### src/rtl/gpu_mem_arbiter.sv
// gpu_mem_arbiter
// Two-port arbiter in front of a single memory channel. Port a is the GPU draw
// engine and port b is the display scanout prefetch. Commands pass through
// combinationally to the memory side. A small owner FIFO remembers which port
// issued each outstanding read, so that returning beats reach the right requester.
// A starvation counter makes sure port b gets a turn when port a keeps it waiting.

module gpu_mem_arbiter #(
    parameter int STARVE_LIMIT = 8,
    parameter int FIFO_DEPTH   = 4
) (
    input  logic         clk_i,
    input  logic         rst_i,

    input  logic         a_command_i,
    input  logic [1:0]   a_size_i,
    input  logic         a_write_i,
    input  logic [14:0]  a_adr_i,
    input  logic [2:0]   a_subadr_i,
    input  logic [15:0]  a_mask_i,
    input  logic [255:0] a_data_i,
    output logic         a_busy_o,
    output logic         a_data_valid_o,

    input  logic         b_command_i,
    input  logic [1:0]   b_size_i,
    input  logic         b_write_i,
    input  logic [14:0]  b_adr_i,
    input  logic [2:0]   b_subadr_i,
    input  logic [15:0]  b_mask_i,
    input  logic [255:0] b_data_i,
    output logic         b_busy_o,
    output logic         b_data_valid_o,

    output logic [255:0] data_o,

    output logic         mem_command_o,
    output logic [1:0]   mem_size_o,
    output logic         mem_write_o,
    output logic [14:0]  mem_adr_o,
    output logic [2:0]   mem_subadr_o,
    output logic [15:0]  mem_mask_o,
    output logic [255:0] mem_data_o,
    input  logic         mem_busy_i,
    input  logic         mem_data_valid_i,
    input  logic [255:0] mem_data_i,

    output logic         err_o
);

    localparam int CNT_W = $clog2(STARVE_LIMIT + 1);
    localparam int PTR_W = $clog2(FIFO_DEPTH);

    localparam logic [CNT_W-1:0] LIMIT_C = CNT_W'(STARVE_LIMIT);
    localparam logic [PTR_W:0]   DEPTH_C = (PTR_W + 1)'(FIFO_DEPTH);

    typedef enum logic {
        A_PRIO = 1'b0,
        B_PRIO = 1'b1
    } prio_t;

    prio_t              state_q;
    prio_t              state_d;
    logic [CNT_W-1:0]   starve_q;
    logic [CNT_W-1:0]   starve_d;
    logic [CNT_W-1:0]   starve_inc;

    logic [FIFO_DEPTH-1:0] owner_q;
    logic [PTR_W-1:0]      wr_ptr_q;
    logic [PTR_W-1:0]      rd_ptr_q;
    logic [PTR_W:0]        count_q;
    logic                  err_q;

    logic a_wins;
    logic b_wins;
    logic fifo_full;
    logic fifo_empty;
    logic a_grant;
    logic b_grant;
    logic push;
    logic push_id;
    logic pop;
    logic pop_id;
    logic bad_beat;

    // Pick the arbitration winner from the current requests and priority state.
    always_comb begin
        a_wins = 1'b0;
        b_wins = 1'b0;
        if (state_q == A_PRIO) begin
            a_wins = a_command_i;
            b_wins = b_command_i & ~a_command_i;
        end else begin
            b_wins = b_command_i;
            a_wins = a_command_i & ~b_command_i;
        end
    end

    // Busy, grant and FIFO handshake terms; a full FIFO blocks reads even if a beat pops this cycle.
    always_comb begin
        fifo_full  = (count_q == DEPTH_C);
        fifo_empty = (count_q == '0);

        a_busy_o = rst_i | mem_busy_i | ~a_wins | (~a_write_i & fifo_full);
        b_busy_o = rst_i | mem_busy_i | ~b_wins | (~b_write_i & fifo_full);

        a_grant = a_command_i & ~a_busy_o;
        b_grant = b_command_i & ~b_busy_o;

        push    = (a_grant & ~a_write_i) | (b_grant & ~b_write_i);
        push_id = b_grant;

        pop      = mem_data_valid_i & ~fifo_empty & ~rst_i;
        pop_id   = owner_q[rd_ptr_q];
        bad_beat = mem_data_valid_i & fifo_empty;
    end

    // Route the granted port's command fields to memory; port a's fields are the idle default.
    always_comb begin
        mem_command_o = a_grant | b_grant;
        mem_size_o    = a_size_i;
        mem_write_o   = a_write_i;
        mem_adr_o     = a_adr_i;
        mem_subadr_o  = a_subadr_i;
        mem_mask_o    = a_mask_i;
        mem_data_o    = a_data_i;
        if (b_grant) begin
            mem_size_o   = b_size_i;
            mem_write_o  = b_write_i;
            mem_adr_o    = b_adr_i;
            mem_subadr_o = b_subadr_i;
            mem_mask_o   = b_mask_i;
            mem_data_o   = b_data_i;
        end
    end

    // Steer each returning beat to the port that issued the oldest outstanding read.
    always_comb begin
        data_o         = mem_data_i;
        a_data_valid_o = pop & ~pop_id;
        b_data_valid_o = pop &  pop_id;
        err_o          = err_q;
    end

    // Priority FSM next state and starvation counter; everything is frozen while memory is busy.
    always_comb begin
        state_d    = state_q;
        starve_d   = starve_q;
        starve_inc = starve_q + CNT_W'(1);
        if (!mem_busy_i) begin
            case (state_q)
                A_PRIO: begin
                    if (!b_command_i || b_grant) begin
                        starve_d = '0;
                    end else if (a_grant) begin
                        if (starve_inc == LIMIT_C) begin
                            state_d  = B_PRIO;
                            starve_d = '0;
                        end else begin
                            starve_d = starve_inc;
                        end
                    end
                end
                B_PRIO: begin
                    if (b_grant) begin
                        state_d  = A_PRIO;
                        starve_d = '0;
                    end else if (!b_command_i) begin
                        starve_d = '0;
                    end
                end
                default: begin
                    state_d  = A_PRIO;
                    starve_d = '0;
                end
            endcase
        end
    end

    // Priority state and starvation counter registers.
    always_ff @(posedge clk_i or posedge rst_i) begin
        if (rst_i) begin
            state_q  <= A_PRIO;
            starve_q <= '0;
        end else begin
            state_q  <= state_d;
            starve_q <= starve_d;
        end
    end

    // Owner FIFO: push on accepted reads, pop on each returned beat; simultaneous push and pop keep the count.
    always_ff @(posedge clk_i or posedge rst_i) begin
        if (rst_i) begin
            owner_q  <= '0;
            wr_ptr_q <= '0;
            rd_ptr_q <= '0;
            count_q  <= '0;
        end else begin
            if (push) begin
                owner_q[wr_ptr_q] <= push_id;
                wr_ptr_q          <= wr_ptr_q + PTR_W'(1);
            end
            if (pop) begin
                rd_ptr_q <= rd_ptr_q + PTR_W'(1);
            end
            case ({push, pop})
                2'b10:   count_q <= count_q + (PTR_W + 1)'(1);
                2'b01:   count_q <= count_q - (PTR_W + 1)'(1);
                default: count_q <= count_q;
            endcase
        end
    end

    // Sticky error flag for a beat that arrives with no read outstanding.
    always_ff @(posedge clk_i or posedge rst_i) begin
        if (rst_i) begin
            err_q <= 1'b0;
        end else if (bad_beat) begin
            err_q <= 1'b1;
        end
    end

endmodule

### config.mk
export PLATFORM = sky130hd
export DESIGN_NAME = gpu_mem_arbiter
export DESIGN_NICKNAME = d
export VERILOG_FILES = /design/src/rtl/gpu_mem_arbiter.sv
export SDC_FILE = /design/constraint.sdc
export NUM_CORES = 1
export LEC_CHECK = 0
export CAP_MARGIN = 10
export CORE_AREA = 3 3 547 549
export CTS_CLUSTER_SIZE = 12
export DETAILED_ROUTE_END_ITERATION = 12
export DIE_AREA = 0 0 550 552
export PLACE_DENSITY = 0.3
export SLEW_MARGIN = 20
export SYNTH_ARGS = -nofsm -noshare
export SYNTH_HDL_FRONTEND = slang
export SYNTH_SLANG_ARGS = --single-unit
### constraint.sdc
create_clock -name clk_i -period 2.6 [get_ports clk_i]
set_input_delay 0.52 -clock clk_i [delete_from_list [all_inputs] [get_ports clk_i]]
set_output_delay 0.52 -clock clk_i [all_outputs]
set_load 0.03 [all_outputs]
==> impl_metrics.py, run 1 <==
metrics = {
    "grt": {
        "overflow": 0,
        "antenna_found_initial": 214,
        "grt_max_degree": 23,
        "grt_pass1_wl_mm": 200,
        "gr-usage-all-layers": 0.113,
        "grt_pass1_vias": 9396,
    },
    "setup_path": {
        "crit_arrival_ps": 2380,
        "path_max_fanout": 17,
        "path_cells": "nor4b_4 > nor2_2 > bufinv_16 > buf_16 > buf_16 > mux2_2 > buf_12",
        "crit_path_start_kind": "flip-flop",
        "critical_path_class": "reg2out",
        "slowest_stage": "dfrtp_1",
        "worst_setup_path_end_kind": "primary output",
        "crit_top_cell": "buf_16",
        "critPathRequiredTime_ps": 2080,
        "critPathMaxStageDelay_ps": 420,
    },
    "floorplan": {
        "start_util": 0.0226,
        "io_pins": 1403,
        "core_um2": 294000,
        "rows": 199,
        "die_w_um": 550,
        "die_h_um": 552,
        "die_area_um2": 304000,
    },
    "power": {
        "combPwrFrac": 0.857,
        "pwr-share-seq": 0.079,
        "power.switching_w": 0.00234,
        "p_int_w": 0.00285,
        "vdd_ir_drop_max_mv": 0.261,
        "clkPwrFrac": 0.064,
        "power.total_w": 0.00520,
        "power.leakage_nw": 7.97,
        "power_density_nw_per_um2": 237,
        "swShare": 0.451,
    },
    "routing": {
        "avgViaCountPerCell": 1.75,
        "wl_met1_mm": 63.1,
        "wl_per_cell_um": 33.7,
        "vias": 9373,
        "routed-wl-met3_mm": 25.4,
        "ant_nets": 0,
        "topRoutingLayerUsed": "met5",
        "drt_pass1_iterations": 4,
        "met2_length_mm": 83.6,
        "drt_iter0_markers": 367,
        "drc": 0,
        "wl_mm": 181,
    },
    "timing": {
        "min_period_ps": 2900,
        "max_freq_mhz": 345,
        "grt_setup_unrepaired": "true",
        "period_share": 1.12,
        "fin_skew_ps": 3.98,
        "hold_ws_ps": 464,
        "slew_viol_final": 0,
        "worst_slack_ps": -302,
        "worstMarginPinSlew_ps": 483,
        "setup_violations": 294,
        "hold_viol": 0,
        "max-slew-margin-rel": 0.677,
    },
    "yosys": {
        "syn-cell-area_um2": 6650,
        "synth.most_common_cell": "buf_4",
        "synth_common_cells": "buf_4 (256), mux2_1 (245), mux2_2 (53), buf_6 (27), dfrtp_1 (17)",
        "yosys_warnings": 0,
        "avgSynthCellArea_um2": 9.77,
        "synth_area_leaders": "mux2_1 (41%), buf_4 (29%), mux2_2 (9.0%)",
        "synthCells": 681,
        "ys_types": 43,
        "syn_nets": 1536,
        "ys_seq_elements": 17,
        "synth_top_area_cell": "mux2_1",
        "synth_edf_count": 0,
        "dominantRegCellSynth": "dfrtp_1",
        "ys_seq_area_frac": 0.0640,
        "synth_top_area_frac": 0.415,
        "ys_async_sr_fraction": 1.00,
    },
    "finish": {
        "final_area_um2": 21900,
        "layout-drive-gt1-share": 0.472,
        "layoutNonFillerInstCount": 5351,
        "n_fill_cell": 34400,
        "syn_to_final_growth_pct": 229,
        "finalNetCount": 2262,
    },
    "placed_design": {
        "dpl.cell_count": 5248,
        "place_ws_ps": -890,
        "port_buffers": 890,
        "place_area_um2": 19800,
        "gp_congestion": 0.817,
        "dpl.hpwl_mm": 169,
    },
    "clock_tree": {
        "numCtsBuffers": 3,
        "cts_tree": "done",
        "insertion_delay_ps": 260,
        "cts_buffer_depth": 2,
        "clk_pin_slew_ps": 60,
        "clock_sinks": 17,
        "cts-root-buf": "clkbuf_16",
        "cts_htree_levels": 1,
    },
    "flow_run": {
        "maxCapViolations": 0,
    },
    "run_status": {
        "violations": "negative setup slack",
        "status": "finished with violations",
    },
    "hold_path": {
        "hp-class": "reg2reg",
    },
}
-- logic make-up (layout without fill, tap and decap cells) --
group                    after synthesis  in the layout  share of synthesized area
multiplexers                         303            303                      0.516
buffers and inverters                298           1023                      0.344
AND/OR/NAND/NOR                       29             29                     0.0305
AO/OA/AOI/OAI                         20             20                     0.0222
flip-flops                            17             17                     0.0640
adder cells (fa/ha/maj)                7              7                     0.0143
XOR/XNOR                               7              7                    0.00922
other                                  0             26                          0
-- timing repair --
action | 4_1_cts | 5_1_grt
resized for setup | 579 | 268
endpoints found under the hold margin | 0 | 0
pin swaps | 3 | 4
buffers inserted | 22 | 39
hold buffers | 0 | 0
gates cloned | 10 | 5
setup endpoints to repair | 297 | 297
-- cell type report --
cell class,count,area (µm²),share of cell area
Clock inverter,1,7.51,0.000343
Clock buffer,3,75.1,0.00343
Sequential cell,17,425,0.0194
Tap cell,3919,4900,0.224
Multi-Input combinational cell,366,4550,0.208
Inverter,9,60.1,0.00274
Timing Repair Buffer,1010,11800,0.539
Antenna cell,26,65.1,0.00297
-- state kept, by name, summed over array words and instances (netlist names) --
signal,flops
count_q,3
state_q,1
err_o,1
wr_ptr_q,2
starve_q,4
owner_q,4
rd_ptr_q,2
-- power groups by stage --
stage	Clock [W]	Sequential [W]	Combinational [W]
2_1_floorplan	0	0.000420	0.00201
3_5_place_dp	0	0.000409	0.00417
3_3_place_gp	0	0.000412	0.00418
6_report	0.000335	0.000410	0.00445
4_1_cts	0.000347	0.000411	0.00439
5_1_grt	0.000357	0.000422	0.00474
-- through the flow --
step | TNS (ps) | util
finish | -55350 | 0.0744
detailed placement | -216550 | 0.0673
global placement | -200370 | 0.0673
floorplan | 0 | -
global route | -91910 | 0.0742
CTS | -78720 | 0.0709
-- metal layers --
metal,global-route usage,vias to the layer above
met5,0,-
met4,0.0354,38
met3,0.0671,588
met2,0.191,1070
met1,0.116,4072
li1,-,3605
-- worst paths after layout --
path                             from              end  slack [ps]  cells past startpoint
setup / recovery           count_q[1]  mem_data_o[125]        -300                      7
hold / removal                  err_o            err_o         460                      1
setup reg to reg              state_q       count_q[2]         280                     11
hold reg to reg                 err_o            err_o         460                      1
max in group asynchronous       rst_i      starve_q[3]        1920                      4
min in group asynchronous       rst_i      wr_ptr_q[1]         470                      4
-- placed cells by master (no fill, tap or decap), types with 3 or more instances in the layout --
cell / synthesis / layout
o21a_1: 3 / 3
clkbuf_16: 0 / 7
clkbuf_2: 0 / 6
buf_8: 0 / 7
mux2_2: 53 / 66
mux2_4: 2 / 160
xnor2_1: 4 / 4
buf_16: 0 / 13
buf_2: 6 / 21
buf_4: 256 / 92
buf_12: 0 / 159
nand2_1: 5 / 5
o211ai_1: 5 / 5
buf_6: 27 / 113
ha_1: 6 / 6
xor2_1: 3 / 3
nand2b_1: 3 / 3
clkdlybuf4s50_1: 0 / 587
diode_2: 0 / 26
dfrtp_1: 17 / 17
inv_1: 8 / 8
clkdlybuf4s15_2: 0 / 7
mux2_1: 245 / 74
-- critical path: cells and delay by family (launching register included) --
| family | cells | cell delay [ps] |
|---|---|---|
| buffers and inverters | 4 | 800 |
| muxes | 1 | 420 |
| and+or+nand+nor | 2 | 400 |
| DFF | 1 | 420 |
Power figures use the tool's default switching activity.
==> run 2, diff against run 1 <==
SLEW_MARGIN = not set   (was 20)
==> results of run 2 <==
No change in the layout: final DEF, timing and power equal those of run 1.
==> run 3, diff against run 2 <==
GPL_TIMING_DRIVEN = 0   (was not set)
==> impl_metrics.py, run 3 (synthesized netlist as in run 1, its figures left out) <==
metrics = {
    "setup_path": {
        "critPathRequiredTime_ps": 2080,
        "crit_family": "buffers and inverters",
        "critical_path_class": "reg2out",
        "path_max_fanout": 6,
        "critPathMaxStageDelay_ps": 430,
        "path_buf_inv": 7,
        "crit_path_start_kind": "flip-flop",
        "slowest_stage": "dfrtp_2",
        "reg2reg_depth": 9,
        "path_cells": "nor4b_4 > nor2_4 > bufinv_16 > buf_16 > buf_16 > buf_12 > buf_12 > buf_8 > mux2_4 > buf_12",
        "r2r_setup_slack_ps": 400,
        "r2r-end": "count_q[2]",
        "crit_top_cell": "buf_12",
        "worst_setup_path_end_kind": "primary output",
        "reg2reg_from": "count_q[1]",
        "crit_arrival_ps": 2590,
    },
    "floorplan": {
        "start_util": 0.0226,
        "die_h_um": 552,
        "die_w_um": 550,
        "rows": 199,
        "die_area_um2": 304000,
        "core_um2": 294000,
        "io_pins": 1403,
    },
    "finish": {
        "layout-drive-gt1-share": 0.528,
        "largestRegisters": "owner_q x4, starve_q x4, count_q x3",
        "syn_to_final_growth_pct": 325,
        "final_cell_mix": "clkdlybuf4s50_1 (843), buf_4 (306), mux2_4 (265)",
        "finalNetCount": 2840,
        "final_common_cell": "clkdlybuf4s50_1",
    },
    "timing": {
        "worst_slack_ps": -509,
        "hold_viol": 0,
        "timing.setup.tns_ps": -101330,
        "period_share": 1.20,
        "max_freq_mhz": 322,
        "worstMarginPinSlew_ps": 801,
        "slew_viol_final": 0,
        "max-slew-margin-rel": 0.464,
        "setup_violations": 293,
        "fin_skew_ps": 3.70,
        "grt_setup_unrepaired": "true",
        "min_period_ps": 3110,
    },
    "grt": {
        "grt_pass1_vias": 12200,
        "grt_pass1_wl_mm": 216,
        "antenna_found_initial": 232,
        "gr-usage-all-layers": 0.120,
        "overflow": 0,
        "grt_max_degree": 19,
    },
    "routing": {
        "ant_nets": 0,
        "vias": 11700,
        "wl_per_cell_um": 32.3,
        "avgViaCountPerCell": 1.96,
        "drt_pass1_iterations": 4,
        "wl_mm": 192,
        "drt_iter0_markers": 383,
        "drc": 0,
    },
    "placed_design": {
        "port_buffers": 1146,
        "gp_congestion": 0.848,
        "dpl.hpwl_mm": 178,
    },
    "clock_tree": {
        "ctsHoldBuffers": 0,
        "numCtsBuffers": 3,
        "cts_tree": "done",
        "cts_buffer_depth": 2,
        "clk_pin_slew_ps": 60,
        "cts_htree_levels": 1,
        "insertion_delay_ps": 260,
        "cts-root-buf": "clkbuf_16",
        "clock_sinks": 17,
    },
    "flow_run": {
        "maxCapViolations": 0,
    },
    "hold_path": {
        "hp-class": "in2async",
    },
    "power": {
        "vdd_ir_drop_max_mv": 0.193,
        "power_density_nw_per_um2": 237,
        "power.leakage_nw": 11.5,
        "power.total_w": 0.00670,
    },
    "run_status": {
        "status": "finished with violations",
        "violations": "negative setup slack",
    },
}
==> run 3: cell types whose count changed in the layout (fill, tap and decap cells not counted), moves of 10 or more <==
cell / change
buf_16: +10
buf_2: -15
buf_4: +214
buf_6: +67
buf_8: +55
clkdlybuf4s50_1: +256
diode_2: +11
mux2_1: -57
mux2_2: -48
mux2_4: +105
==> run 3: worst max path at each step <==
stage,from,endpoint,slack [ps],depth (start not counted)
2_1_floorplan,b_write_i,mem_adr_o[11],250,6
3_5_place_dp,b_write_i,mem_data_o[124],-2520,8
4_1_cts,count_q[0],mem_data_o[153],-710,10
6_report,count_q[0],mem_data_o[103],-510,10
5_1_grt,count_q[0],mem_data_o[103],-590,10
3_3_place_gp,b_write_i,mem_data_o[10],-2830,8
==> run 3: final cells by class <==
class,count,area (µm²)
inverter,9,60.1
clock inverter,1,5.00
sequential,17,428
clock buffer,3,75.1
fill,34100,266000
buffer,270,2220
tap,3919,4900
timing repair buffer,1318,15400
antenna,37,92.6
multi-input combinational,366,5000
==> run 3: metrics by stage <==
step,hold WS [ps],setup slack (ps),utilization,cell area (µm²),cells
finish,429,-509,0.0959,28200,5940
global route,506,-590,0.0957,28200,5914
CTS,479,-709,0.0930,27400,5882
detailed placement,458,-2520,0.0783,23000,5747
global placement,465,-2830,0.0782,23000,5746
floorplan,453,249,-,6650,681
==> run 3: layer usage <==
metal  track usage  routed length, µm
met2         0.213              91700
met1         0.128              70300
met4        0.0190               5800
met3        0.0606              23600
met5             0                293
==> run 3: power breakdown <==
group | switching (W) | internal (W)
Sequential | 0.0000825 | 0.000344
Clock | 0.000118 | 0.000207
Combinational | 0.00286 | 0.00309
==> run 3: repair_timing <==
item                                    in CTS  in global routing
gates cloned                                25                  0
setup buffers                              112                 53
gates resized for setup                   2617                346
endpoints found under the setup margin     301                298
pin swaps                                    3                  4
